[config.mk]
export PLATFORM = sky130hd
export DESIGN_NAME = spi_frame_rx
export DESIGN_NICKNAME = d
export VERILOG_FILES = /design/src/rtl/doppler_spi_pkg.sv /design/src/rtl/edge_sync.sv /design/src/rtl/spi_frame_rx.sv
export SDC_FILE = /design/constraint.sdc
export NUM_CORES = 1
export LEC_CHECK = 0
export CORE_AREA = 2 2 72 74
export CTS_CLUSTER_DIAMETER = 60
export CTS_CLUSTER_SIZE = 30
export DETAILED_ROUTE_END_ITERATION = 8
export DIE_AREA = 0 0 74 76
export PLACE_DENSITY = 0.82
export REMOVE_ABC_BUFFERS = 1
export SLEW_MARGIN = 20
export SYNTH_ARGS = -nofsm -noshare
export SYNTH_HDL_FRONTEND = slang
export SYNTH_SLANG_ARGS = --single-unit
[constraint.sdc]
create_clock -name clk -period 2.8 [get_ports clk]
set_input_delay 0.28 -clock clk [delete_from_list [all_inputs] [get_ports clk]]
set_output_delay 0.28 -clock clk [all_outputs]
set_load 0.02 [all_outputs]
[src/rtl/doppler_spi_pkg.sv]
// Shared constants and types for the Doppler config-SPI receive path.
package doppler_spi_pkg;
    localparam int   SPI_FRAME_BITS = 16;
    localparam logic SPI_MISO_IDLE  = 1'b1;

    typedef enum logic {IDLE, ACTIVE} spi_state_t;
endpackage

[src/rtl/edge_sync.sv]
// Multi-flop synchroniser for one asynchronous pin, plus rise/fall detect
// against one extra flop behind the last stage.
module edge_sync #(
    parameter int   STAGES  = 2,
    parameter logic RST_VAL = 1'b0
) (
    input  logic clk,
    input  logic rst,
    input  logic din,
    output logic level,
    output logic rise,
    output logic fall
);
    logic [STAGES-1:0] chain;
    logic              prev;

    always_ff @(posedge clk) begin
        if (rst) begin
            chain <= {STAGES{RST_VAL}};
            prev  <= RST_VAL;
        end else begin
            chain <= {chain[STAGES-2:0], din};
            prev  <= chain[STAGES-1];
        end
    end

    assign level = chain[STAGES-1];
    assign rise  = level & ~prev;
    assign fall  = ~level & prev;
endmodule

[src/rtl/spi_frame_rx.sv]
// SPI mode-0 slave front end: synchronises SCK/CS/MOSI into clk, assembles
// fixed-length MSB-first frames and returns a preloaded word on MISO.
module spi_frame_rx
    import doppler_spi_pkg::*;
#(
    parameter int FRAME_BITS  = SPI_FRAME_BITS,
    parameter int SYNC_STAGES = 2
) (
    input  logic                  clk,
    input  logic                  rst,
    input  logic                  spi_sck,
    input  logic                  spi_cs_n,
    input  logic                  spi_mosi,
    output logic                  spi_miso,
    input  logic [FRAME_BITS-1:0] tx_data,
    output logic [FRAME_BITS-1:0] rx_data,
    output logic                  rx_valid,
    output logic                  rx_error,
    output logic                  busy
);
    localparam int CW    = $clog2(FRAME_BITS + 2);
    localparam int FLUSH = SYNC_STAGES + 1;
    localparam int FW    = $clog2(FLUSH + 1);

    logic sck_level, sck_rise, sck_fall;
    logic cs_level, cs_rise, cs_fall;
    logic mosi_sync, unused_mosi_rise, unused_mosi_fall;

    edge_sync #(.STAGES(SYNC_STAGES), .RST_VAL(1'b0)) u_sck (
        .clk(clk), .rst(rst), .din(spi_sck),
        .level(sck_level), .rise(sck_rise), .fall(sck_fall)
    );
    edge_sync #(.STAGES(SYNC_STAGES), .RST_VAL(1'b1)) u_cs (
        .clk(clk), .rst(rst), .din(spi_cs_n),
        .level(cs_level), .rise(cs_rise), .fall(cs_fall)
    );
    edge_sync #(.STAGES(SYNC_STAGES), .RST_VAL(1'b0)) u_mosi (
        .clk(clk), .rst(rst), .din(spi_mosi),
        .level(mosi_sync), .rise(unused_mosi_rise), .fall(unused_mosi_fall)
    );

    spi_state_t            state, nstate;
    logic [FRAME_BITS-1:0] tx_shift, rx_shift;
    logic [CW-1:0]         bit_cnt;
    logic [FW-1:0]         flush_cnt;
    logic                  flush_done, armed, start;

    // The CS chain resets high, so a CS already low at reset release looks
    // like a fall once the chain flushes; only arm after CS is seen high.
    assign flush_done = (flush_cnt == FW'(FLUSH));
    assign start      = cs_fall & armed;

    always_ff @(posedge clk) begin
        if (rst) state <= IDLE;
        else     state <= nstate;
    end

    always_comb begin
        nstate = state;
        case (state)
            IDLE:    if (start)   nstate = ACTIVE;
            ACTIVE:  if (cs_rise) nstate = IDLE;
            default: nstate = IDLE;
        endcase
    end

    always_comb begin
        busy     = (state == ACTIVE);
        spi_miso = busy ? tx_shift[FRAME_BITS-1] : SPI_MISO_IDLE;
    end

    always_ff @(posedge clk) begin
        if (rst) begin
            tx_shift  <= '1;
            rx_shift  <= '0;
            bit_cnt   <= '0;
            rx_data   <= '0;
            rx_valid  <= 1'b0;
            rx_error  <= 1'b0;
            flush_cnt <= '0;
            armed     <= 1'b0;
        end else begin
            rx_valid <= 1'b0;
            rx_error <= 1'b0;
            if (!flush_done)            flush_cnt <= flush_cnt + 1'b1;
            if (flush_done && cs_level) armed     <= 1'b1;

            if (state == IDLE) begin
                if (start) begin
                    tx_shift <= tx_data;
                    rx_shift <= '0;
                    bit_cnt  <= '0;
                end
            end else if (cs_rise) begin
                // CS edge wins over any SCK edge detected in the same cycle
                if (bit_cnt == CW'(FRAME_BITS)) begin
                    rx_data  <= rx_shift;
                    rx_valid <= 1'b1;
                end else begin
                    rx_error <= 1'b1;
                end
            end else begin
                if (sck_rise) begin
                    rx_shift <= {rx_shift[FRAME_BITS-2:0], mosi_sync};
                    if (bit_cnt != CW'(FRAME_BITS + 1)) bit_cnt <= bit_cnt + 1'b1;
                end
                if (sck_fall) tx_shift <= {tx_shift[FRAME_BITS-2:0], 1'b1};
            end
        end
    end
endmodule

==> reports/metrics.yaml, run 1 <==
outcome:
  status: "finished clean"
route:
  avgViaCountPerCell: 5.45
  dr.pass1.iters: 4
  wire_per_inst_um: 12.6
  vias: 2178
  ant_nets: 0
  drtIter0Drc: 120
  routed_wl_um: 5030
  drc: 0
floorplanning:
  fp.dieArea_um2: 5620
  rows: 26
  die_width_um: 74
  core_um2: 4910
  die_y_um: 76
  start_util_pct: 55.2
  ios: 41
cells_and_area:
  antennaDiodeCount: 0
  fin_nets: 350
  drive_above_1_share_pct: 8.18
  syn2layout_area_growth_pct: 21.9
  final_cells: 400
critical_path:
  arrival_ns: 2.20
  cp_max_fo: 32
  cp_slowest_stage_delay_ns: 0.76
  crit_required_ns: 3.07
  start_kind: "flop"
  critPathKind: "flop to flop"
  cpMaxStageDelayCell: "a41o_1"
  crit_path_end_kind: "flop"
  path_cells: "and4bb_1 -> a41o_1 -> nor3_1 -> a21oi_1"
timing:
  setup_viol: 0
  worst_pin_slew_ns: 0.943
  grt_setup_unrepaired: "no"
  slew_headroom_pct: 37.1
  finalCritPeriodShare_pct: 69.0
  final-max-slew-violation-count: 0
  fin_crit_ns: 1.93
  fin_skew_ns: 0.00636
  tns_ns: 0
  finalHoldViolCount: 0
  fmax_mhz: 518
place:
  port_buffers: 40
  gp_congestion: 0.833
  hpwl_um: 3270
  placed_cells_incl_taps: 384
synthesis:
  yosys.area.top_type: "dfxtp_1"
  seq_area_frac_synth_pct: 49.5
  syn-cell-area_um2: 2710
  synthTopCellsByArea: "dfxtp_1 (49%), a21oi_1 (6.3%), mux2i_1 (6.3%)"
  synth_cell_type_count: 35
  avgSynthCellArea_um2: 9.22
  synth_cells: 294
  synth-edff-count: 0
  yosys.area.top_type_share_pct: 49.5
  synthFlopType: "dfxtp_1"
  yosysWarnings: 0
  async_flop_share_pct: 0
  synth_seq_cells: 67
global_route:
  grtUsageTotal_pct: 20.3
  grt_max_degree: 49
  overflow: 0
  grt_pass1_vias: 1969
  grt_pass1_wl_um: 8890
  grt_antenna_before_repair: 0
clock_network:
  cts_buffers: 9
  h-tree-depth: 3
  cts-resized-gates: 0
  clk_latency_ns: 0.35
  cts.sinks: 67
  cts_tree: "built"
  hold_buffers: 0
  clkTransAtPathRegs_ns: 0.07
  clockRootBuffer: "clkbuf_8"
  cts_setup_buffers: 0
  cts_max_path_buffers: 2
power_and_ir_drop:
  peakVddDrop_mv: 0.381
  power.density_nw_per_um2: 594
  p_leak_nw: 1.11
run:
  drv_cap: 0
hold_path:
  hp-class: "flop to flop"
per-layer routing:
metal | GRT usage (%) | share of wire (%)
met4 | 7.09 | 1.8
met5 | 0 | 0
met1 | 26.4 | 47
met3 | 7.28 | 5.9
met2 | 30.8 | 46
final cells by class:
class                           count  area (µm²)
Sequential cell                    67        1340
Clock buffer                       10         138
Fill cell                         409        1610
Timing Repair Buffer               43         418
Tap cell                           70        87.6
Clock inverter                      6        88.8
Multi-Input combinational cell    201        1220
Inverter                            3        11.3
kinds of logic after synthesis:
logic type      share of synthesized area (%)
compound gates                           14.2
simple gates                             22.3
xor+xnor                                0.323
mux                                      6.28
buf+inv                                  5.59
fa+ha+maj                                1.85
flops                                    49.5
path summary, 6_finish.rpt:
kind | startpoint | to | slack [ns] | depth (start not counted)
setup / recovery | busy | tx_shift[12] | 0.87 | 4
hold / removal | u_cs.chain[0] | u_cs.chain[1] | 0.42 | 1
setup reg to reg | busy | tx_shift[12] | 0.87 | 4
hold reg to reg | u_cs.chain[0] | u_cs.chain[1] | 0.42 | 1
flip-flops by register name, indices dropped and copies added (netlist names):
name,flops
u_mosi.chain,2
flush_cnt,2
bit_cnt,5
u_cs.prev,1
rx_error,1
armed,1
u_sck.chain,2
rx_valid,1
u_cs.chain,2
u_sck.prev,1
tx_shift,16
rx_shift,16
rx_data,16
busy,1
synthesized netlist by cell type, types with 4 or more instances:
cell type and number:
a211oi_1 16, a21oi_1 34, buf_2 6, clkbuf_1 10
dfxtp_1 67, ha_1 4, mux2i_1 17, nand2_1 19
nand3_1 24, nor2_1 23, nor2b_1 19, nor3_1 20
per-stage QoR:
stage / util (%) / setup slack, ns / instance area [µm²] / power (mW) / hold WS [ns]
after floorplan: - / 0.163 / 2570 / 1.04 / 0.347
after global placement: 62.6 / 0.973 / 3080 / 1.10 / 0.393
after detailed placement: 62.6 / 0.881 / 3080 / 1.10 / 0.402
after CTS: 67.2 / 0.869 / 3300 / 1.98 / 0.419
after global routing: 67.2 / 0.634 / 3300 / 2.04 / 0.442
final: 67.2 / 0.869 / 3300 / 1.96 / 0.423
power by group:
group	switching (mW)	internal (mW)	total, mW
combinational	0.0474	0.0519	0.0993
clock	0.362	0.525	0.887
sequential	0.00933	0.968	0.977
total	0.419	1.54	1.96
worst max-delay path, delay by kind of cell (launching register included):
kind / cells / cell delay [ns]
DFF: 1 / 0.43
and+or+nand+nor: 2 / 0.51
AOI/OAI and AO/OA: 2 / 0.92
cell usage in the layout, fill, tap and decap left out, types with 2 or more instances in the layout:
cell type / count
a211oi_1: 16
a21oi_1: 34
a31oi_1: 2
and4bb_1: 2
buf_4: 3
bufinv_16: 2
clkbuf_8: 10
clkdlybuf4s50_1: 39
clkinvlp_4: 2
dfxtp_1: 66
ha_1: 4
inv_1: 3
mux2i_1: 17
nand2_1: 19
nand2b_1: 3
nand3_1: 24
nor2_1: 23
nor2b_1: 19
nor3_1: 20
or2_2: 3
or3_1: 2
(Power assumes the default switching activity.)
==> inputs of run 2 (changes only) <==
--- a/config.mk
+++ b/config.mk
@@ -5,12 +5,12 @@
 export SDC_FILE = /design/constraint.sdc
 export NUM_CORES = 1
 export LEC_CHECK = 0
-export CORE_AREA = 2 2 72 74
+export CORE_AREA = 2 2 79 81
 export CTS_CLUSTER_DIAMETER = 60
 export CTS_CLUSTER_SIZE = 30
 export DETAILED_ROUTE_END_ITERATION = 8
-export DIE_AREA = 0 0 74 76
-export PLACE_DENSITY = 0.82
+export DIE_AREA = 0 0 81 83
+export PLACE_DENSITY = 0.73
 export REMOVE_ABC_BUFFERS = 1
 export SLEW_MARGIN = 20
 export SYNTH_ARGS = -nofsm -noshare
==> constraint.sdc (replaced) <==
create_clock -name clk -period 1.7 [get_ports clk]
set_input_delay 0.17 -clock clk [delete_from_list [all_inputs] [get_ports clk]]
set_output_delay 0.17 -clock clk [all_outputs]
set_load 0.02 [all_outputs]
==> run 2 against run 1 <==
  * Highest routed layer unchanged
  * Critical path depth is 3 higher
  * Critical path type unchanged
  * Sequential power increased by 65%
  * Global-route usage down 4.1 points
==> reports/metrics.yaml, run 2 (synthesis results as in run 1) <==
outcome:
  status: "finished clean"  # unchanged
timing:
  finalHoldViolCount: 0  # unchanged
  finalCritPeriodShare_pct: 95.3  # was 69.0%
  fin_crit_ns: 1.62  # was 1.93 ns
  setup_viol: 0  # unchanged
  worst_pin_slew_ns: 0.434  # was 0.943 ns
  fmax_mhz: 617  # was 518 MHz
  fin_skew_ns: 0.00829  # was 0.00636 ns
  slew_headroom_pct: 71.0  # was 37.1%
  final-max-slew-violation-count: 0  # unchanged
  layout_setup_ws_ns: 0.0796  # was 0.869 ns
critical_path:
  start_kind: "flop"  # unchanged
  cp_max_fo: 8  # was 32
  reg2reg_depth: 7  # was 4
  crit_required_ns: 1.91  # was 3.07 ns
  regToRegSetupSlack_ns: 0.08  # was 0.87 ns
  r2r-start: "bit_cnt[1]"  # was busy
  crit_path_end_kind: "flop"  # unchanged
  reg2reg_to: "rx_data[7]"  # was tx_shift[12]
  critPathKind: "flop to flop"  # unchanged
  arrival_ns: 1.83  # was 2.20 ns
route:
  dr.pass1.iters: 4  # unchanged
  drc: 0  # unchanged
  vias: 2172  # was 2178
  ant_nets: 0  # unchanged
  wire_per_inst_um: 12.5  # was 12.6 µm
  drtIter0Drc: 109  # was 120
  avgViaCountPerCell: 5.25  # was 5.45
  routed_wl_um: 5170  # was 5030 µm
place:
  dp_slack_ns: 0.0884  # was 0.881 ns
  hpwl_um: 3350  # was 3270 µm
  port_buffers: 40  # unchanged
  gp_congestion: 0.886  # was 0.833
  placed_cells_incl_taps: 396  # was 384
power_and_ir_drop:
  peakVddDrop_mv: 0.482  # was 0.381 mV
  p_leak_nw: 1.18  # was 1.11 nW
  power.density_nw_per_um2: 931  # was 594 nW/µm²
  total_power_mw: 3.21  # was 1.96 mW
cells_and_area:
  final_cell_mix: "dfxtp_1 (65), clkdlybuf4s50_1 (39), a21oi_1 (34), nand3_1 (24), nor2_1 (23)"  # was dfxtp_1 (66), clkdlybuf4s50_1 (39), a21oi_1 (34), nand3_1 (24), nor2_1 (23)
  drive_above_1_share_pct: 11.5  # was 8.18%
  final_cells: 414  # was 400
  top_regs: "rx_data: 16 flops, rx_shift: 16 flops, tx_shift: 16 flops"  # unchanged
  seq_area_um2: 1350  # was 1340 µm²
  final_common_cell: "dfxtp_1"  # unchanged
  multi_input_area_um2: 1230  # was 1220 µm²
  syn2layout_area_growth_pct: 27.1  # was 21.9%
  fin_nets: 359  # was 350
  final_core_util_pct: 59.2  # was 67.2%
  antennaDiodeCount: 0  # unchanged
  nFillCells: 532  # was 409
hold_path:
  holdPathStages: 2  # was 1
  holdPathEnd: "rx_data[1]"  # was u_cs.chain[1]
  min-delay-start: "rst"  # was u_cs.chain[0]
  hp-class: "input port to flop"  # was flop to flop
global_route:
  overflow: 0  # unchanged
  grt_antenna_before_repair: 0  # unchanged
  grt_max_degree: 33  # was 49
  grt_pass1_wl_um: 8650  # was 8890 µm
  grt_pass1_vias: 1892  # was 1969
  grtUsageTotal_pct: 16.2  # was 20.3%
floorplanning:
  core_um2: 5820  # was 4910 µm²
  die_y_um: 83  # was 76 µm
  ios: 41  # unchanged
  die_width_um: 81  # was 74 µm
  start_util_pct: 46.6  # was 55.2%
  fp.dieArea_um2: 6720  # was 5620 µm²
  rows: 28  # was 26
clock_network:
  hold_buffers: 0  # unchanged
  cts.sinks: 67  # unchanged
  cts_buffers: 9  # unchanged
  cts_max_path_buffers: 2  # unchanged
  cts_tree: "built"  # unchanged
  clk_latency_ns: 0.33  # was 0.35 ns
  clockRootBuffer: "clkbuf_8"  # unchanged
  clkTransAtPathRegs_ns: 0.07  # about the same
  h-tree-depth: 3  # unchanged
run:
  drv_cap: 0  # unchanged
[run 2: critical path: stages, from the launching register on]
cell and delay (ns):
dfxtp_4 0.36, inv_4 0.06, ha_4 0.12, and4bb_1 0.22, and4b_2 0.32, clkbuf_16 0.19, mux2i_1 0.18, nor2_1 0.05
[run 2: area by class of cell]
type / count / share of cell area, %
clock inverters: 4 / 2.14
well taps: 75 / 2.72
flip-flops and latches: 67 / 39.1
clock buffers: 12 / 4.21
repair buffers: 52 / 15.7
inverters: 3 / 0.400
multi-input cells: 201 / 35.7
[run 2: how the worst max path moves through the flow]
stage	startpoint	end	slack, ns	depth (start not counted)
after floorplan	busy	rx_data[0]	-0.94	3
after global placement	bit_cnt[1]	rx_data[0]	0.16	7
after detailed placement	bit_cnt[1]	rx_data[0]	0.09	7
after CTS	bit_cnt[1]	rx_data[2]	0.08	7
after global routing	bit_cnt[1]	rx_data[0]	-0.02	7
final	bit_cnt[1]	rx_data[7]	0.08	7
[run 2: through the flow]
step | TNS, ns | cell area, µm² | hold slack, ns
5_1_grt | -0.0682 | 3440 | 0.279
4_1_cts | 0 | 3390 | 0.242
3_5_place_dp | 0 | 3170 | 0.397
3_3_place_gp | 0 | 3170 | 0.392
2_1_floorplan | -43.18 | 2570 | 0.237
6_report | 0 | 3440 | 0.249
[run 2: what timing repair did]
item / in CTS / in global routing
hold endpoints to repair: 0 / 0
buffers inserted: 0 / 1
endpoints found under the setup margin: 0 / 16
resized for setup: 0 / 8
[run 2: per-layer routing]
metal | vias up | track usage [%] | part of all wire, %
li1 | 1114 | - | -
met1 | 997 | 21.6 | 47
met2 | 49 | 23.5 | 46
met3 | 12 | 4.78 | 4.6
met4 | 0 | 8.32 | 2.3
met5 | - | 0 | 0
[run 2: power breakdown]
group / total [mW] / switching, mW / leakage [nW] / internal, mW
Sequential: 1.61 / 0.0142 / 0.544 / 1.59
Combinational: 0.169 / 0.0777 / 0.530 / 0.0913
Clock: 1.43 / 0.562 / 0.111 / 0.867
==> inputs of run 3 (changes only) <==
--- a/config.mk
+++ b/config.mk
@@ -7,9 +7,10 @@
 export LEC_CHECK = 0
 export CORE_AREA = 2 2 79 81
 export CTS_CLUSTER_DIAMETER = 60
-export CTS_CLUSTER_SIZE = 30
+export CTS_CLUSTER_SIZE = 20
 export DETAILED_ROUTE_END_ITERATION = 8
 export DIE_AREA = 0 0 81 83
+export GPL_TIMING_DRIVEN = 0
 export PLACE_DENSITY = 0.73
 export REMOVE_ABC_BUFFERS = 1
 export SLEW_MARGIN = 20
==> run 3 against run 2 <==
  * Flip-flop and latch count did not move
  * Total power fell by 1.7%
  * Clock skew rose by 0.00094 ns
  * Sequential share of layout area rose by 0.47 points
  * Non-clock buffer count fell by 5
  * Global-route usage fell by 0.46 points
  * Setup slack got worse by 0.017 ns
  * Clock power fell by 3%
  * Register-to-register slack got worse by 0.02 ns
  * Largest cell class unchanged
  * Highest routed layer unchanged
==> reports/metrics.yaml, run 3 (synthesis results as in run 1) <==
outcome:
  status: "finished clean"  # unchanged
power_and_ir_drop:
  p_leak_nw: 1.15  # was 1.18 nW
  power.density_nw_per_um2: 922  # was 931 nW/µm²
  peakVddDrop_mv: 0.592  # was 0.482 mV
  total_power_mw: 3.15  # was 3.21 mW
route:
  ant_nets: 0  # unchanged
  drtIter0Drc: 126  # was 109
  avgViaCountPerCell: 5.17  # was 5.25
  vias: 2115  # was 2172
  dr.pass1.iters: 4  # unchanged
  drc: 0  # unchanged
  routed_wl_um: 5110  # was 5170 µm
  wire_per_inst_um: 12.5  # about the same
clock_network:
  cts_max_path_buffers: 2  # unchanged
  cts_buffers: 9  # unchanged
  clk_latency_ns: 0.34  # was 0.33 ns
  h-tree-depth: 3  # unchanged
  hold_buffers: 0  # unchanged
  cts.sinks: 67  # unchanged
  clockRootBuffer: "clkbuf_8"  # unchanged
  cts_tree: "built"  # unchanged
  clkTransAtPathRegs_ns: 0.07  # about the same
global_route:
  grt_max_degree: 82  # was 33
  grtUsageTotal_pct: 15.7  # was 16.2%
  grt_pass1_wl_um: 8430  # was 8650 µm
  grt_pass1_vias: 1978  # was 1892
  grt_antenna_before_repair: 0  # unchanged
  overflow: 0  # unchanged
cells_and_area:
  nFillCells: 560  # was 532
  top_regs: "rx_data: 16 flops, rx_shift: 16 flops, tx_shift: 16 flops"  # unchanged
  multi_input_area_um2: 1250  # was 1230 µm²
  fin_area_um2: 3420  # was 3440 µm²
  final_core_util_pct: 58.8  # was 59.2%
  fin_nets: 354  # was 359
  drive_above_1_share_pct: 11.7  # was 11.5%
  final_cell_mix: "dfxtp_1 (64), clkdlybuf4s50_1 (38), a21oi_1 (34), nand3_1 (24), nor2_1 (23)"  # was dfxtp_1 (65), clkdlybuf4s50_1 (39), a21oi_1 (34), nand3_1 (24), nor2_1 (23)
  antennaDiodeCount: 0  # unchanged
  syn2layout_area_growth_pct: 26.2  # was 27.1%
  seq_area_um2: 1350  # about the same
  final_cells: 409  # was 414
  final_common_cell: "dfxtp_1"  # unchanged
place:
  hpwl_um: 3030  # was 3350 µm
  placed_cells_incl_taps: 387  # was 396
  port_buffers: 40  # unchanged
  placed_cell_area_um2: 3080  # was 3170 µm²
  dp_slack_ns: -0.554  # was 0.0884 ns
  gp_congestion: 0.815  # was 0.886
run:
  drv_cap: 0  # unchanged
critical_path:
  crit_path_end_kind: "flop"  # unchanged
  path_buf_inv: 2  # unchanged
  start_kind: "flop"  # unchanged
  cp_slowest_stage_delay_ns: 0.37  # was 0.36 ns
  critical_path.top_delay_family: "simple AND/OR/NAND/NOR gates"  # unchanged
  path_cells: "inv_4 -> ha_4 -> and4bb_1 -> and4b_4 -> clkbuf_16 -> mux2i_1 -> nor2_1"  # was inv_4 -> ha_4 -> and4bb_1 -> and4b_2 -> clkbuf_16 -> mux2i_1 -> nor2_1
  arrival_ns: 1.83  # about the same
  crit_required_ns: 1.90  # was 1.91 ns
  cpMaxStageDelayCell: "dfxtp_4"  # unchanged
  critPathKind: "flop to flop"  # unchanged
  cp_max_fo: 8  # unchanged
timing:
  grt_setup_unrepaired: "yes"
  fin_crit_ns: 1.64  # was 1.62 ns
  finalHoldViolCount: 0  # unchanged
  slew_headroom_pct: 49.1  # was 71.0%
  fin_skew_ns: 0.00923  # was 0.00829 ns
  layout_setup_ws_ns: 0.0627  # was 0.0796 ns
  finalCritPeriodShare_pct: 96.3  # was 95.3%
  worst_pin_slew_ns: 0.763  # was 0.434 ns
  setup_viol: 0  # unchanged
  final-max-slew-violation-count: 0  # unchanged
  fmax_mhz: 611  # was 617 MHz
floorplanning:
  fp.dieArea_um2: 6720  # unchanged
  ios: 41  # unchanged
  die_y_um: 83  # unchanged
  core_um2: 5820  # unchanged
  rows: 28  # unchanged
  die_width_um: 81  # unchanged
  start_util_pct: 46.6  # unchanged
hold_path:
  hp-class: "input port to flop"  # unchanged
run 3: power breakdown:
part           internal, mW  leakage, nW  switching [mW]
registers              1.59        0.545          0.0148
logic                0.0875        0.499          0.0778
clock network         0.798        0.102           0.584
total                  2.48         1.15           0.676
run 3: stage by stage:
step                  TNS, ns  hold WS [ns]
CTS                 -0.000192         0.372
detailed placement     -13.92         0.406
finish                      0         0.385
floorplan              -43.18         0.237
global route           -0.156         0.391
global placement       -90.87         0.392
run 3: worst paths after layout:
| path | from | to | slack [ns] | cells after the start |
|---|---|---|---|---|
| min | rst | rx_data[5] | 0.38 | 2 |
| max reg2reg | bit_cnt[0] | rx_data[7] | 0.06 | 7 |
| max | bit_cnt[0] | rx_data[7] | 0.06 | 7 |
| min reg2reg | u_cs.chain[0] | u_cs.chain[1] | 0.42 | 1 |
run 3: final cells by class:
type                       instances  share of cell area (%)
clock buffer                      13                    4.94
multi-input combinational        201                    36.6
clock inverter                     3                    1.32
inverter                           3                   0.476
timing repair buffer              47                    14.4
tap                               75                    2.74
sequential                        67                    39.6
run 3: timing repair:
action	CTS	global route
cloned	0	1
setup buffers	1	4
pin swaps	0	1
setup endpoints to repair	48	52
resized for setup	6	12
run 3: layer usage:
layer  track usage, %  part of all wire [%]  wire (µm)
met1             19.7                    49       2490
met2             24.1                    44       2250
met3             4.24                   5.1        263
met4             8.78                   2.1        107
met5                0                     0          0
run 3: worst reg2reg max path, cell delays in order, from the launching register on:
cell and delay (ns):
dfxtp_4 0.37, inv_4 0.06, ha_4 0.12, and4bb_1 0.24, and4b_4 0.30, clkbuf_16 0.18
mux2i_1 0.18, nor2_1 0.06
